`config.mk`:
```
export PLATFORM = sky130hd
export DESIGN_NAME = mem_bist_master_flat
export DESIGN_NICKNAME = d
export VERILOG_FILES = /design/src/rtl/mem_bist_master_if.sv /design/src/rtl/mem_bist_master.sv /design/src/flat_wrapper.sv
export SDC_FILE = /design/constraint.sdc
export NUM_CORES = 1
export LEC_CHECK = 0
export CAP_MARGIN = 5
export CORE_MARGIN = 1
export CORE_UTILIZATION = 45
export CTS_CLUSTER_DIAMETER = 100
export DETAILED_ROUTE_END_ITERATION = 6
export PLACE_DENSITY = 0.71
export SETUP_SLACK_MARGIN = 0.4
export SYNTH_ARGS = -nofsm -noshare
export SYNTH_HDL_FRONTEND = slang
export SYNTH_SLANG_ARGS = --single-unit
```
`constraint.sdc`:
```
create_clock -name clk_i -period 1.9 [get_ports clk_i]
set_clock_uncertainty 0.2 [all_clocks]
set_input_delay 0.285 -clock clk_i [delete_from_list [all_inputs] [get_ports clk_i]]
set_output_delay 0.285 -clock clk_i [all_outputs]
set_load 0.005 [all_outputs]
```
`src/rtl/mem_bist_master_if.sv`:
```
// Memory request bus between a BIST master and the memory under test.
//   valid_o  : request valid (master -> slave)
//   wr_rd_o  : 1 = write, 0 = read
//   addr_o   : word address
//   wdata_o  : write data
//   rdata_i  : read data (slave -> master), sampled together with ready_i
//   ready_i  : request completion handshake (slave -> master)
interface mem_bist_master_if #(
    parameter int unsigned WIDTH      = 8,
    parameter int unsigned ADDR_WIDTH = 4
) ();

    logic                  valid_o;
    logic                  wr_rd_o;
    logic [ADDR_WIDTH-1:0] addr_o;
    logic [WIDTH-1:0]      wdata_o;
    logic [WIDTH-1:0]      rdata_i;
    logic                  ready_i;

    modport master (
        output valid_o,
        output wr_rd_o,
        output addr_o,
        output wdata_o,
        input  rdata_i,
        input  ready_i
    );

    modport slave (
        input  valid_o,
        input  wr_rd_o,
        input  addr_o,
        input  wdata_o,
        output rdata_i,
        output ready_i
    );

endinterface : mem_bist_master_if

```
`src/rtl/mem_bist_master.sv`:
```
// Memory BIST master: writes seed^addr to every word, reads every word back
// and compares, reporting mismatch count, first failing address and handshake
// timeouts.
//   clk_i        : clock, rising edge
//   rst_i        : asynchronous active-low reset
//   start_i      : begin a run (honoured in IDLE and FIN only)
//   seed_i       : pattern seed, captured on start
//   mem          : memory request bus (master side)
//   busy_o       : run in progress
//   done_o       : run finished (held until next start)
//   pass_o       : finished with no mismatch and no timeout
//   timeout_o    : a request saw no ready_i within TIMEOUT cycles
//   err_count_o  : read mismatches, saturating at DEPTH
//   fail_addr_o  : address of the first mismatch
module mem_bist_master #(
    parameter int unsigned DEPTH      = 16,
    parameter int unsigned WIDTH      = 8,
    parameter int unsigned ADDR_WIDTH = $clog2(DEPTH),
    parameter int unsigned TIMEOUT    = 15
) (
    input  logic                  clk_i,
    input  logic                  rst_i,
    input  logic                  start_i,
    input  logic [WIDTH-1:0]      seed_i,
    mem_bist_master_if.master     mem,
    output logic                  busy_o,
    output logic                  done_o,
    output logic                  pass_o,
    output logic                  timeout_o,
    output logic [ADDR_WIDTH:0]   err_count_o,
    output logic [ADDR_WIDTH-1:0] fail_addr_o
);

    localparam int unsigned ERR_W  = ADDR_WIDTH + 1;
    localparam int unsigned WAIT_W = $clog2(TIMEOUT + 1);

    localparam logic [ADDR_WIDTH-1:0] LAST_ADDR = ADDR_WIDTH'(DEPTH - 1);
    localparam logic [ERR_W-1:0]      ERR_MAX   = ERR_W'(DEPTH);
    localparam logic [WAIT_W-1:0]     WAIT_LAST = WAIT_W'(TIMEOUT - 1);

    typedef enum logic [2:0] {
        IDLE   = 3'd0,
        WR_REQ = 3'd1,
        WR_GAP = 3'd2,
        RD_REQ = 3'd3,
        RD_GAP = 3'd4,
        FIN    = 3'd5
    } state_t;

    state_t state_q, state_d;

    // Run context
    logic [WIDTH-1:0]      seed_q,    seed_d;
    logic [ADDR_WIDTH-1:0] addr_q,    addr_d;
    logic [WAIT_W-1:0]     wait_q,    wait_d;

    // Registered outputs
    logic                  valid_q,   valid_d;
    logic                  wr_rd_q,   wr_rd_d;
    logic [WIDTH-1:0]      wdata_q,   wdata_d;
    logic                  busy_q,    busy_d;
    logic                  done_q,    done_d;
    logic                  pass_q,    pass_d;
    logic                  timeout_q, timeout_d;
    logic [ERR_W-1:0]      err_q,     err_d;
    logic [ADDR_WIDTH-1:0] fail_q,    fail_d;

    // Expected memory content for a given word.
    function automatic logic [WIDTH-1:0] pattern(input logic [WIDTH-1:0]      s,
                                                 input logic [ADDR_WIDTH-1:0] a);
        return s ^ WIDTH'(a);
    endfunction

    // State register
    always_ff @(posedge clk_i or negedge rst_i) begin
        if (!rst_i) begin
            state_q <= IDLE;
        end else begin
            state_q <= state_d;
        end
    end

    // Next-state logic
    always_comb begin
        state_d = state_q;
        unique case (state_q)
            IDLE, FIN: begin
                if (start_i) state_d = WR_REQ;
            end
            WR_REQ: begin
                if (mem.ready_i)              state_d = WR_GAP;
                else if (wait_q == WAIT_LAST) state_d = FIN;
            end
            RD_REQ: begin
                if (mem.ready_i)              state_d = RD_GAP;
                else if (wait_q == WAIT_LAST) state_d = FIN;
            end
            // A ready still high from the previous request must drop first.
            WR_GAP: begin
                if (!mem.ready_i) state_d = (addr_q == LAST_ADDR) ? RD_REQ : WR_REQ;
            end
            RD_GAP: begin
                if (!mem.ready_i) state_d = (addr_q == LAST_ADDR) ? FIN : RD_REQ;
            end
            default: state_d = IDLE;
        endcase
    end

    // Output and datapath next values; outputs are decoded from the next
    // state so that the registered copies line up with the state register.
    always_comb begin
        seed_d    = seed_q;
        addr_d    = addr_q;
        wait_d    = wait_q;
        err_d     = err_q;
        fail_d    = fail_q;
        timeout_d = timeout_q;

        unique case (state_q)
            IDLE, FIN: begin
                if (start_i) begin
                    seed_d    = seed_i;
                    addr_d    = '0;
                    wait_d    = '0;
                    err_d     = '0;
                    fail_d    = '0;
                    timeout_d = 1'b0;
                end
            end
            WR_REQ, RD_REQ: begin
                if (mem.ready_i) begin
                    // Read data is valid on the same edge as ready.
                    if (state_q == RD_REQ && mem.rdata_i != pattern(seed_q, addr_q)) begin
                        if (err_q != ERR_MAX) err_d = err_q + ERR_W'(1);
                        if (err_q == '0)      fail_d = addr_q;
                    end
                end else begin
                    wait_d = wait_q + WAIT_W'(1);
                    if (wait_q == WAIT_LAST) timeout_d = 1'b1;
                end
            end
            WR_GAP: begin
                if (!mem.ready_i) begin
                    wait_d = '0;
                    addr_d = (addr_q == LAST_ADDR) ? '0 : addr_q + ADDR_WIDTH'(1);
                end
            end
            RD_GAP: begin
                if (!mem.ready_i) begin
                    wait_d = '0;
                    if (addr_q != LAST_ADDR) addr_d = addr_q + ADDR_WIDTH'(1);
                end
            end
            default: ;
        endcase

        valid_d = (state_d == WR_REQ) || (state_d == RD_REQ);
        wr_rd_d = (state_d == WR_REQ);
        wdata_d = (state_d == WR_REQ) ? pattern(seed_d, addr_d) : '0;
        busy_d  = (state_d != IDLE) && (state_d != FIN);
        done_d  = (state_d == FIN);
        pass_d  = done_d && (err_d == '0) && !timeout_d;
    end

    // Datapath and output registers
    always_ff @(posedge clk_i or negedge rst_i) begin
        if (!rst_i) begin
            seed_q    <= '0;
            addr_q    <= '0;
            wait_q    <= '0;
            valid_q   <= 1'b0;
            wr_rd_q   <= 1'b0;
            wdata_q   <= '0;
            busy_q    <= 1'b0;
            done_q    <= 1'b0;
            pass_q    <= 1'b0;
            timeout_q <= 1'b0;
            err_q     <= '0;
            fail_q    <= '0;
        end else begin
            seed_q    <= seed_d;
            addr_q    <= addr_d;
            wait_q    <= wait_d;
            valid_q   <= valid_d;
            wr_rd_q   <= wr_rd_d;
            wdata_q   <= wdata_d;
            busy_q    <= busy_d;
            done_q    <= done_d;
            pass_q    <= pass_d;
            timeout_q <= timeout_d;
            err_q     <= err_d;
            fail_q    <= fail_d;
        end
    end

    assign mem.valid_o  = valid_q;
    assign mem.wr_rd_o  = wr_rd_q;
    assign mem.addr_o   = addr_q;
    assign mem.wdata_o  = wdata_q;

    assign busy_o      = busy_q;
    assign done_o      = done_q;
    assign pass_o      = pass_q;
    assign timeout_o   = timeout_q;
    assign err_count_o = err_q;
    assign fail_addr_o = fail_q;

endmodule : mem_bist_master
```
`src/flat_wrapper.sv`:
```
// flat-port wrapper written by rule: the top's interface ports become plain ports
module mem_bist_master_flat 
#(
    parameter int unsigned DEPTH      = 16,
    parameter int unsigned WIDTH      = 8,
    parameter int unsigned ADDR_WIDTH = $clog2(DEPTH),
    parameter int unsigned TIMEOUT    = 15
)
  (clk_i, rst_i, start_i, seed_i, busy_o, done_o, pass_o, timeout_o, err_count_o, fail_addr_o, mem_valid_o, mem_wr_rd_o, mem_addr_o, mem_wdata_o, mem_rdata_i, mem_ready_i);
  mem_bist_master_if #(.WIDTH(WIDTH), .ADDR_WIDTH(ADDR_WIDTH)) mem_i ();
  input  logic clk_i;
  input  logic rst_i;
  input  logic start_i;
  input  logic [WIDTH-1:0] seed_i;
  output logic busy_o;
  output logic done_o;
  output logic pass_o;
  output logic timeout_o;
  output logic [ADDR_WIDTH:0] err_count_o;
  output logic [ADDR_WIDTH-1:0] fail_addr_o;
  output wire logic [$bits(mem_i.valid_o)-1:0] mem_valid_o;
  output wire logic [$bits(mem_i.wr_rd_o)-1:0] mem_wr_rd_o;
  output wire logic [$bits(mem_i.addr_o)-1:0] mem_addr_o;
  output wire logic [$bits(mem_i.wdata_o)-1:0] mem_wdata_o;
  input wire logic [$bits(mem_i.rdata_i)-1:0] mem_rdata_i;
  input wire logic [$bits(mem_i.ready_i)-1:0] mem_ready_i;
  assign mem_valid_o = mem_i.valid_o;
  assign mem_wr_rd_o = mem_i.wr_rd_o;
  assign mem_addr_o = mem_i.addr_o;
  assign mem_wdata_o = mem_i.wdata_o;
  assign mem_i.rdata_i = mem_rdata_i;
  assign mem_i.ready_i = mem_ready_i;
  mem_bist_master #(.DEPTH(DEPTH), .WIDTH(WIDTH), .ADDR_WIDTH(ADDR_WIDTH), .TIMEOUT(TIMEOUT)) u_core (.clk_i(clk_i), .rst_i(rst_i), .start_i(start_i), .seed_i(seed_i), .mem(mem_i), .busy_o(busy_o), .done_o(done_o), .pass_o(pass_o), .timeout_o(timeout_o), .err_count_o(err_count_o), .fail_addr_o(fail_addr_o));
endmodule
```
==> results of run 1 <==
[cell type report]
class                           count  area [um2]
Tap cell                           67       83.83
Clock buffer                        6       82.58
Fill cell                         225       520.5
Sequential cell                    42        1060
Timing Repair Buffer              147        1371
Multi-Input combinational cell    163        1579
Inverter                           12       45.04
Clock inverter                      2       12.51
[metal layers]
metal,routed length [um],vias up,GRT usage
met4,243,0,0.07625
met3,394,26,0.04028
met1,3381,1142,0.3327
met5,0,-,0
li1,-,1087,-
met2,4437,104,0.4943
[worst reg2reg max path, delay by kind of cell (launching register included)]
kind	cells	cell delay, ps
AO/OA/AOI/OAI	2	430
buffers and inverters	3	360
flip-flops	1	450
AND/OR/NAND/NOR	2	490
XOR/XNOR	1	210
[final timing paths]
path,endpoint,cells after the start,from
worst min register to register,u_core.err_count_o[0]$_DFF_PN0_,1,u_core.err_count_o[0]$_DFF_PN0_
min in group clk_i,u_core.err_count_o[0]$_DFF_PN0_,1,u_core.err_count_o[0]$_DFF_PN0_
worst max register to register,u_core.mem.wdata_o[3]$_DFF_PN0_,8,u_core.state_q[2]$_DFF_PN0_
max in group asynchronous,u_core.state_q[2]$_DFF_PN0_,3,rst_i
worst max-delay path,u_core.mem.wdata_o[3]$_DFF_PN0_,8,u_core.state_q[2]$_DFF_PN0_
worst min-delay path,u_core.mem.addr_o[1]$_DFF_PN0_,3,rst_i
[power by group through the flow]
stage	Sequential (W)	Clock, W	Combinational [W]
6_report	0.00141	0.000625	0.00397
4_1_cts	0.00138	0.000622	0.00309
2_1_floorplan	0.00140	0	0.00127
3_3_place_gp	0.00139	0	0.00235
5_1_grt	0.00144	0.000661	0.00418
3_5_place_dp	0.00139	0	0.00239
[state kept, by name, indices dropped and copies added (netlist names)]
name,count
u_core.busy_o,1
u_core.done_o,1
u_core.err_count_o,5
u_core.fail_addr_o,4
u_core.mem.addr_o,4
u_core.mem.valid_o,1
u_core.mem.wdata_o,8
u_core.mem.wr_rd_o,1
u_core.pass_o,1
u_core.seed_q,8
u_core.state_q,3
u_core.timeout_o,1
u_core.wait_q,4
[cell families (layout without fill, tap and decap cells)]
group                    count (synthesis)  count (layout)  synth area share
AO/OA/AOI/OAI                           41              41            0.1332
XOR/XNOR                                16              16           0.08114
adder cells (fa/ha/maj)                  6               6           0.03357
buffers and inverters                   19             167           0.03637
flip-flops                              42              42            0.4701
multiplexers                             4               4           0.01903
AND/OR/NAND/NOR                         96              96            0.2266
[timing repair]
action                                  4_1_cts  5_1_grt
endpoints found under the hold margin        42        0
cloned                                        2        0
pin swaps                                    43       34
resized for setup                           122       63
setup buffers                                25       25
hold buffers                                  1        0
endpoints found under the setup margin       69       50
[Yosys cell counts, drive strengths merged, types with 2 or more instances]
cell    number  area (um2)
a21oi        7       35.03
a221oi       2       17.52
a22o         2       18.77
a31oi        6       52.55
and2         2       12.51
and3         8       55.05
buf          6       32.53
dfrtp       42        1051
ha           6       75.07
inv         12       45.04
mux2         2       22.52
mux2i        2       20.02
nand2       35       131.4
nand3       11       55.05
nand4        3       18.77
nand4b       3       32.53
nor2        13       48.80
nor2b        8       52.55
nor3b        2       15.01
o211ai       2       15.01
o21a         3       22.52
o21ai        9       45.04
o41ai        2       25.03
or3          2       17.52
xnor2        4       35.03
xnor3        3       67.56
xor2         9       78.83
[metrics by stage]
| step | hold WS [ps] | cells | instance area [um2] | setup TNS (ps) |
|---|---|---|---|---|
| global route | 318.2 | 439 | 4234 | -4975 |
| detailed placement | 80.16 | 378 | 3222 | -9055 |
| global placement | 79.70 | 378 | 3222 | -8340 |
| finish | 282.9 | 439 | 4234 | -3528 |
| CTS | 297.0 | 414 | 3784 | -782.2 |
| floorplan | -210.6 | 224 | 2352 | 0 |
==> impl_results.md, run 1 <==
* Switching part of the total at 0.3965
* Fmax at between 400 and 500 MHz
* Final setup fails at 26
* Critical Path End Type: register
* Largest net degree at the start of global routing at 43
* Htree depth at 2
* Commonest non-fill, non-tap cell in the layout: buf_4
* Count of pins over their slew limit at 0
* Slowest stage delay, CP at about 450 ps
* Required time of the critical path at between 1500 and 2000 ps
* Synth unique cells at 53
* Core Region at between 4000 and 5000 um2
* Die extent in x at between 70 and 80 um
* Register bit count reported by yosys at 42
* Root Buffer: clkbuf_8
* ANT cells at 0
* Clk slew on worst S/H paths at approximately 90 ps
* WP data arrival at around 2200 ps
* Slew HR at 0.7730
* RSZ-0062 raised after global routing: true
* Clk pwr share at 0.104
* Outcome: finished, violations left
* Pwr/cell area at 1419 nW/um2
* Ys async rst share at 1.000
* Mapped Nets at 250
* Vias per cell at 5.374
* Psw at approximately 0.0024 W
* Gr ovfl total at 0
* Post-route ant nets at 0
* Post-Synthesis Cells at 224
* Global-route total usage across every layer at 0.2713
* Vias in the first global route at between 2000 and 2500
* Worst slack, placed at -499.1 ps
* Total number of vias at roughly 2400
* Syn_area_per_cell at about 10 um2
* Most frequent CP cell: buf_6
* Critical path class: reg2reg
* Initial antenna violation count at 0
* Routed len/inst at 19.26 um
* CTS tree: built
* # rows at 25
* Chip Height at 72.49 um
* Dominant synthesized flop cell: dfrtp_1
* Total power draw at roughly 0.0060 W
* Share of cells above drive strength 1 at 0.5699
* Die Area at approximately 5300 um2
* Crit start category: register
* Residual DRC at 0
* Worst-Margin Slew at between 300 and 400 ps
* Area growth from synthesis to layout at 89.37%
* Clk sinks at 42
* Period utilization at 1.164
* Clk buf depth at 2
* Final nets at around 400
* Internal power at between 0.003 and 0.004 W
* Cells along the critical path: buf_6 -> buf_6 -> buf_6 -> nor2b_1 -> o21a_1 -> a22o_1 -> xor2_1 -> nor2b_1
* Top Family by Delay on Critical Path: simple AND/OR/NAND/NOR gates
* Failing checks: negative setup slack
* CP bufs+invs at 3
* Initial DRC Count at roughly 130
* CP max FO at 5
* Later-pin clock latency in the skew report at about 300 ps
* Port bufs at between 40 and 50
* Yosys warns at 0
* Combinational Power Share at 0.661
* Flop pwr share at 0.236
* EDFF count, synth at 0
* I/O pin cnt at 47
* Commonest cells after routing, fill and taps aside: 55 x buf_4, 46 x buf_6, 35 x dfrtp_1, 24 x nand2_2, 22 x dlygate4sd2_1
* Post-route worst setup slack at -311.1 ps
* Routed wire length at 8457 um
* Hold Crit Class: in2async
* Slowest CP cell: dfrtp_2
* Gpl congestion at ~0.84
* HPWL after detailed placement at a little over 4000 um
* First-pass GRT wire length at between 10000 and 15000 um
* Tmin final at around 2200 ps
* Post-Syn Area at between 2000 and 2500 um2
* Utilization after layout at 0.8905
* Max VDD drop at roughly 1100 uV
* R2r setup slk at -310 ps
* First-pass DRT Iterations at 4
* Max-cap violations at 0
* Leakage at 2.064 nW
* Final Hold Vio Count at 0
* CTS Buf Count at 5
* Register area share after synthesis at 0.4701
* Initial Utilization at 0.4703
No activity file was read; power rests on OpenSTA's default activity.
==> run 2: changes to the inputs <==
- CORE_UTILIZATION: 45 -> 46
- PLACE_DENSITY: 0.71 -> 0.72
==> impl_results.md, run 2 (synthesis results as in run 1) <==
* Final setup fails at 20 (-23%)
* Core Region at 4692 um2 (-1.3%)
* Count of pins over their slew limit at 0 (unchanged)
* Most frequent CP cell: buf_4
* Vias per cell at 5.722 (+6.5%)
* Area growth from synthesis to layout at 84.83%
* HPWL after detailed placement at 3983 um (-1.3%)
* Later-pin clock latency in the skew report at 310 ps (about the same)
* CTS tree: built
* Commonest non-fill, non-tap cell in the layout: buf_4
* Routed wire length at 8302 um (-1.8%)
* Final Hold Vio Count at 0 (unchanged)
* Met2 WL at 4286 um (-3.4%)
* Required time of the critical path at 1900 ps (about the same)
* Post-route cell area at 4133 um2 (-2.4%)
* # rows at 25 (unchanged)
* Share of cells above drive strength 1 at 0.5389 (-0.03100)
* Hold Crit Class: in2async
* Post-route ant nets at 0 (unchanged)
* Slowest stage delay, CP at 470 ps (+20 ps)
* Post-route worst setup slack at -226.3 ps (+84.79 ps)
* Die Area at 5144 um2 (-2.1%)
* WP data arrival at 2120 ps (-110 ps)
* First-pass DRT Iterations at 5 (+1)
* Slew HR at 0.6852 (-0.08786)
* Crit path to: u_core.err_count_o[1]$_DFF_PN0_
* Pwr/cell area at 1479 nW/um2 (+4.3%)
* Die extent in x at 71.72 um (-1.1%)
* Reg2reg path depth at 6 (-2)
* Total number of vias at 2369 (+0.42%)
* DP Area at 3233 um2 (+0.35%)
* Reg-to-reg startpoint: u_core.seed_q[5]$_DFF_PN0_
* Global-route total usage across every layer at 0.2928 (+0.02150)
* Commonest cells after routing, fill and taps aside: 48 x buf_4, 39 x buf_6, 35 x dfrtp_1, 21 x dlygate4sd2_1, 16 x clkdlybuf4s50_1
* First-pass GRT wire length at 11410 um (+7.2%)
* Outcome: finished, violations left
* Tmin final at 2126 ps (-84.79 ps)
* Register Area at 1060 um2 (unchanged)
* I/O pin cnt at 47 (unchanged)
* Htree depth at 2 (unchanged)
* Gpl congestion at 0.7918 (-6.3%)
* Leakage at 1.996 nW (-3.3%)
* RSZ-0062 raised after global routing: true
* Hold Slack at 261.3 ps (-21.65 ps)
* Chip Height at 71.72 um (-1.1%)
* CTS Buf Count at 5 (unchanged)
* Max-cap violations at 0 (unchanged)
* CP max FO at 6 (+1)
* Slowest CP cell: dfrtp_1
* Fill count at 209 (-7.1%)
* Worst Setup SP: u_core.seed_q[5]$_DFF_PN0_
* ANT cells at 0 (unchanged)
* Vias in the first global route at 2304 (+5.0%)
* Initial antenna violation count at 0 (unchanged)
* Failing checks: negative setup slack
* Port bufs at 46 (unchanged)
* TNS Setup at -1853 ps (+1675 ps)
* Clk sinks at 42 (unchanged)
* Initial DRC Count at 160 (+20%)
* Area taken by multi-input logic gates at 1567 um2 (-0.79%)
* Worst-Margin Slew at 472.3 ps (+135.4 ps)
* Gr ovfl total at 0 (unchanged)
* WL met1 at 3226 um (-4.6%)
* Cells along the critical path: xor2_2 -> nor4_2 -> buf_4 -> a31oi_4 -> buf_4 -> mux2_4
* Critical path class: reg2reg
* Routed len/inst at 20.05 um (+4.1%)
* Period utilization at 1.119 (-0.04463)
* Max VDD drop at 1010 uV (-10%)
* Fmax at 470.3 MHz (+4.0%)
* RR Endpoint: u_core.err_count_o[1]$_DFF_PN0_
* Root Buffer: clkbuf_8
* Metal3 WL at 470 um (+19%)
* Crit start category: register
* Clk buf depth at 2 (unchanged)
* R2r setup slk at -230 ps (+80 ps)
* Residual DRC at 0 (unchanged)
* Critical Path End Type: register
* Largest net degree at the start of global routing at 26 (-40%)
* Final nets at 385 (-3.0%)
* Clk slew on worst S/H paths at 90 ps (about the same)
* Initial Utilization at 0.4765 (+0.006270)
* Highest Signal Layer: met4
run 2: timing repair:
action                                  in CTS  in global routing
gates resized for setup                    119                 51
buffers inserted                            27                 10
hold buffers                                 1                  0
endpoints found under the setup margin      69                 50
hold endpoints to repair                    17                  0
gates cloned                                 1                  0
pin swaps                                   52                 26
run 2: worst min path at each step:
stage | slack, ps | endpoint
2_1_floorplan | -210 | u_core.busy_o$_DFF_PN0_
4_1_cts | 270 | u_core.busy_o$_DFF_PN0_
3_5_place_dp | 60 | u_core.mem.wdata_o[1]$_DFF_PN0_
6_report | 260 | u_core.busy_o$_DFF_PN0_
5_1_grt | 310 | u_core.busy_o$_DFF_PN0_
3_3_place_gp | 50 | u_core.seed_q[0]$_DFF_PN0_
run 2: area by class of cell:
type,instances,area share
tap,54,0.01635
timing repair buffer,135,0.3100
sequential,42,0.2564
multi-input combinational,163,0.3790
clock buffer,5,0.01665
inverter,12,0.01090
clock inverter,3,0.01060
run 2: per-stage QoR:
step	util	power, W	setup WS [ps]	cells
final	0.8808	0.006114	-226.3	414
after global placement	0.6891	0.003797	-456.5	367
after floorplan	-	0.002668	5.941	224
after CTS	0.8245	0.005444	-103.4	404
after detailed placement	0.6891	0.003846	-478.3	367
after global routing	0.8808	0.006400	-301.5	414
run 2: where the power goes:
group	leakage (nW)	internal, W	switching, W
Clock	0.0585	0.000394	0.000345
Sequential	0.544	0.00118	0.000267
Combinational	1.39	0.00212	0.00181
run 2: critical path, delay by kind of cell, from the launching register on:
kind | cells | cell delay (ps)
AOI/OAI and AO/OA | 1 | 140
and+or+nand+nor | 1 | 310
muxes | 1 | 300
buffers and inverters | 2 | 360
DFF | 1 | 470
xor gates and xnor gates | 1 | 220
run 2: per-layer routing:
| layer | vias up | track usage |
|---|---|---|
| li1 | 1063 | - |
| met1 | 1166 | 0.3581 |
| met2 | 111 | 0.5042 |
| met3 | 29 | 0.05345 |
| met4 | 0 | 0.1307 |
| met5 | - | 0 |
==> run 3: changes to the inputs <==
- CORE_UTILIZATION: 46 -> 59
- CTS_BUF_LIST: not set -> sky130_fd_sc_hd__clkbuf_4
- DONT_BUFFER_PORTS: not set -> 1
- PLACE_DENSITY: 0.72 -> 0.74
==> impl_results.md, run 3 (synthesis results as in run 1) <==
* Commonest non-fill, non-tap cell in the layout: buf_4
* Hold Slack at -193.5 ps (-454.8 ps)
* Port bufs at 0 (-100%)
* Vias per cell at 6.742 (+18%)
* Htree depth at 2 (unchanged)
* Register Area at 1057 um2 (-0.24%)
* R2r setup slk at -330 ps (-100 ps)
* Final setup fails at 24 (+20%)
* Pwr/cell area at 1536 nW/um2 (+3.8%)
* # rows at 22 (-12%)
* Core Region at 3661 um2 (-22%)
* Worst slack, placed at -133.5 ps (+344.8 ps)
* Outcome: finished, violations left
* Final nets at 322 (-16%)
* Initial Utilization at 0.6107 (+0.1342)
* Combinational Power Share at 0.577 (-0.066)
* Critical path class: reg2reg
* Clk slew on worst S/H paths at 130 ps (+40 ps)
* Failing checks: negative hold slack, negative setup slack
* Area taken by multi-input logic gates at 1455 um2 (-7.1%)
* Clk pwr share at 0.142 (+0.021)
* Post-route ant nets at 0 (unchanged)
* Root Buffer: clkbuf_4
* Post-route cell area at 3381 um2 (-18%)
* Later-pin clock latency in the skew report at 380 ps (+70 ps)
* I/O pin cnt at 47 (unchanged)
* Hold Crit Class: in2reg
* Tmin final at 2225 ps (+98.71 ps)
* Critical Path End Type: register
* CTS tree: built
* Chip Height at 63.56 um (-11%)
* Initial antenna violation count at 0 (unchanged)
* Count of pins over their slew limit at 0 (unchanged)
* Routed len/inst at 24.39 um (+22%)
* Clk sinks at 42 (unchanged)
* Die Area at 4040 um2 (-21%)
* Reg-to-reg startpoint: u_core.seed_q[0]$_DFF_PN0_
* RSZ-0062 raised after global routing: true
* TNS Setup at -4578 ps (-2724 ps)
* Largest net degree at the start of global routing at 43 (+65%)
* Crit start category: register
* Gr ovfl total at 0 (unchanged)
* RR Endpoint: u_core.err_count_o[3]$_DFF_PN0_
* Internal power at 0.003028 W (-18%)
* First-pass DRT Iterations at 5 (unchanged)
* Period utilization at 1.171 (+0.05195)
* Total number of vias at 2326 (-1.8%)
* Fill count at 115 (-45%)
* Area growth from synthesis to layout at 51.20%
* CTS Buf Count at 5 (unchanged)
* Gpl congestion at 0.8507 (+7.4%)
* Fmax at 449.4 MHz (-4.4%)
* Worst Hold End: u_core.state_q[0]$_DFF_PN0_
* Post-route worst setup slack at -325.0 ps (-98.71 ps)
* Initial DRC Count at 272 (+70%)
* Leakage at 1.579 nW (-21%)
* Required time of the critical path at 1990 ps (+90 ps)
* Commonest cells after routing, fill and taps aside: 41 x buf_4, 37 x dfrtp_1, 21 x buf_6, 16 x nand2_1, 15 x nand2_2
* Max VDD drop at 1044 uV (+3.4%)
* Die extent in x at 63.56 um (-11%)
* Slew HR at 0.7365 (+0.05138)
* Psw at 0.002163 W (-11%)
* Global-route total usage across every layer at 0.3454 (+0.05256)
* Final Hold Vio Count at 1 (+1)
* Flop pwr share at 0.281 (+0.045)
* Max-cap violations at 0 (unchanged)
* Hold buffer count at cts at 10 (+9)
* Total power draw at 0.005191 W (-15%)
* CP max FO at 6 (unchanged)
* First-pass GRT wire length at 10340 um (-9.4%)
* Share of cells above drive strength 1 at 0.4949 (-0.04394)
* Hold_sp: mem_ready_i
* Routed wire length at 8413 um (+1.3%)
* DP Area at 2715 um2 (-16%)
* WP data arrival at 2320 ps (+200 ps)
* ANT cells at 0 (unchanged)
* Hold path depth at 1
* Vias in the first global route at 2142 (-7.0%)
* Worst-Margin Slew at 392.4 ps (-79.89 ps)
* Switching part of the total at 0.4167 (+0.02133)
* Reg2reg path depth at 6 (unchanged)
* Residual DRC at 0 (unchanged)
* Clk buf depth at 2 (unchanged)
* HPWL after detailed placement at 4056 um (+1.8%)
==> run 3: timing repair <==
| item | in CTS | in global routing |
|---|---|---|
| buffers inserted | 9 | 7 |
| endpoints found under the hold margin | 54 | 1 |
| pin swaps | 16 | 17 |
| gates resized for setup | 30 | 53 |
| setup endpoints to repair | 43 | 47 |
==> run 3: layer usage <==
metal	part of all wire	wire length, um	vias up	GRT usage
met5	0	0	-	0
met4	0.072	603	0	0.2045
met3	0.085	716	65	0.07609
met2	0.48	4046	183	0.5944
met1	0.36	3046	1143	0.3881
li1	-	-	935	-
==> run 3: cell type report <==
cell class,instances,share of cell area
tap,48,0.01776
clock inverter,3,0.02036
multi-input combinational,163,0.4304
sequential,42,0.3127
timing repair buffer,72,0.1936
inverter,12,0.01406
clock buffer,5,0.01110
==> run 3: through the flow <==
step / cells / hold WS [ps] / util
2_1_floorplan: 224 / -210.6 / -
3_3_place_gp: 311 / -209.8 / 0.7416
3_5_place_dp: 311 / -209.8 / 0.7416
4_1_cts: 338 / -185.3 / 0.8520
5_1_grt: 345 / -218.8 / 0.9234
6_report: 345 / -193.5 / 0.9234
==> run 3: worst max-delay path, stage by stage, from the launching register on <==
cell	delay, ps
dfrtp_1	400
xnor3_1	410
and3_4	210
a31oi_4	280
nand4_1	220
buf_4	190
a31o_4	210
==> run 3: how the worst max path moves through the flow <==
stage                                         startpoint                           endpoint  slack (ps)  cells past startpoint
after CTS                     u_core.seed_q[0]$_DFF_PN0_            u_core.pass_o$_DFF_PN0_        -150                      6
after global placement       u_core.state_q[2]$_DFF_PN0_            u_core.pass_o$_DFF_PN0_         -70                      6
after floorplan           u_core.mem.addr_o[1]$_DFF_PN0_    u_core.mem.wdata_o[3]$_DFF_PN0_           6                      7
final                         u_core.seed_q[0]$_DFF_PN0_    u_core.err_count_o[3]$_DFF_PN0_        -330                      6
after global routing          u_core.seed_q[6]$_DFF_PN0_  u_core.fail_addr_o[3]$_DFFE_PN0P_        -450                      8
after detailed placement      u_core.seed_q[0]$_DFF_PN0_  u_core.fail_addr_o[1]$_DFFE_PN0P_        -130                      7
==> run 3: power groups by stage <==
stage / registers [W] / logic, W / clock network [W]
finish: 0.00146 / 0.00300 / 0.000737
detailed placement: 0.00144 / 0.00207 / 0
CTS: 0.00142 / 0.00234 / 0.000726
floorplan: 0.00140 / 0.00127 / 0
global placement: 0.00141 / 0.00199 / 0
global route: 0.00147 / 0.00316 / 0.000774
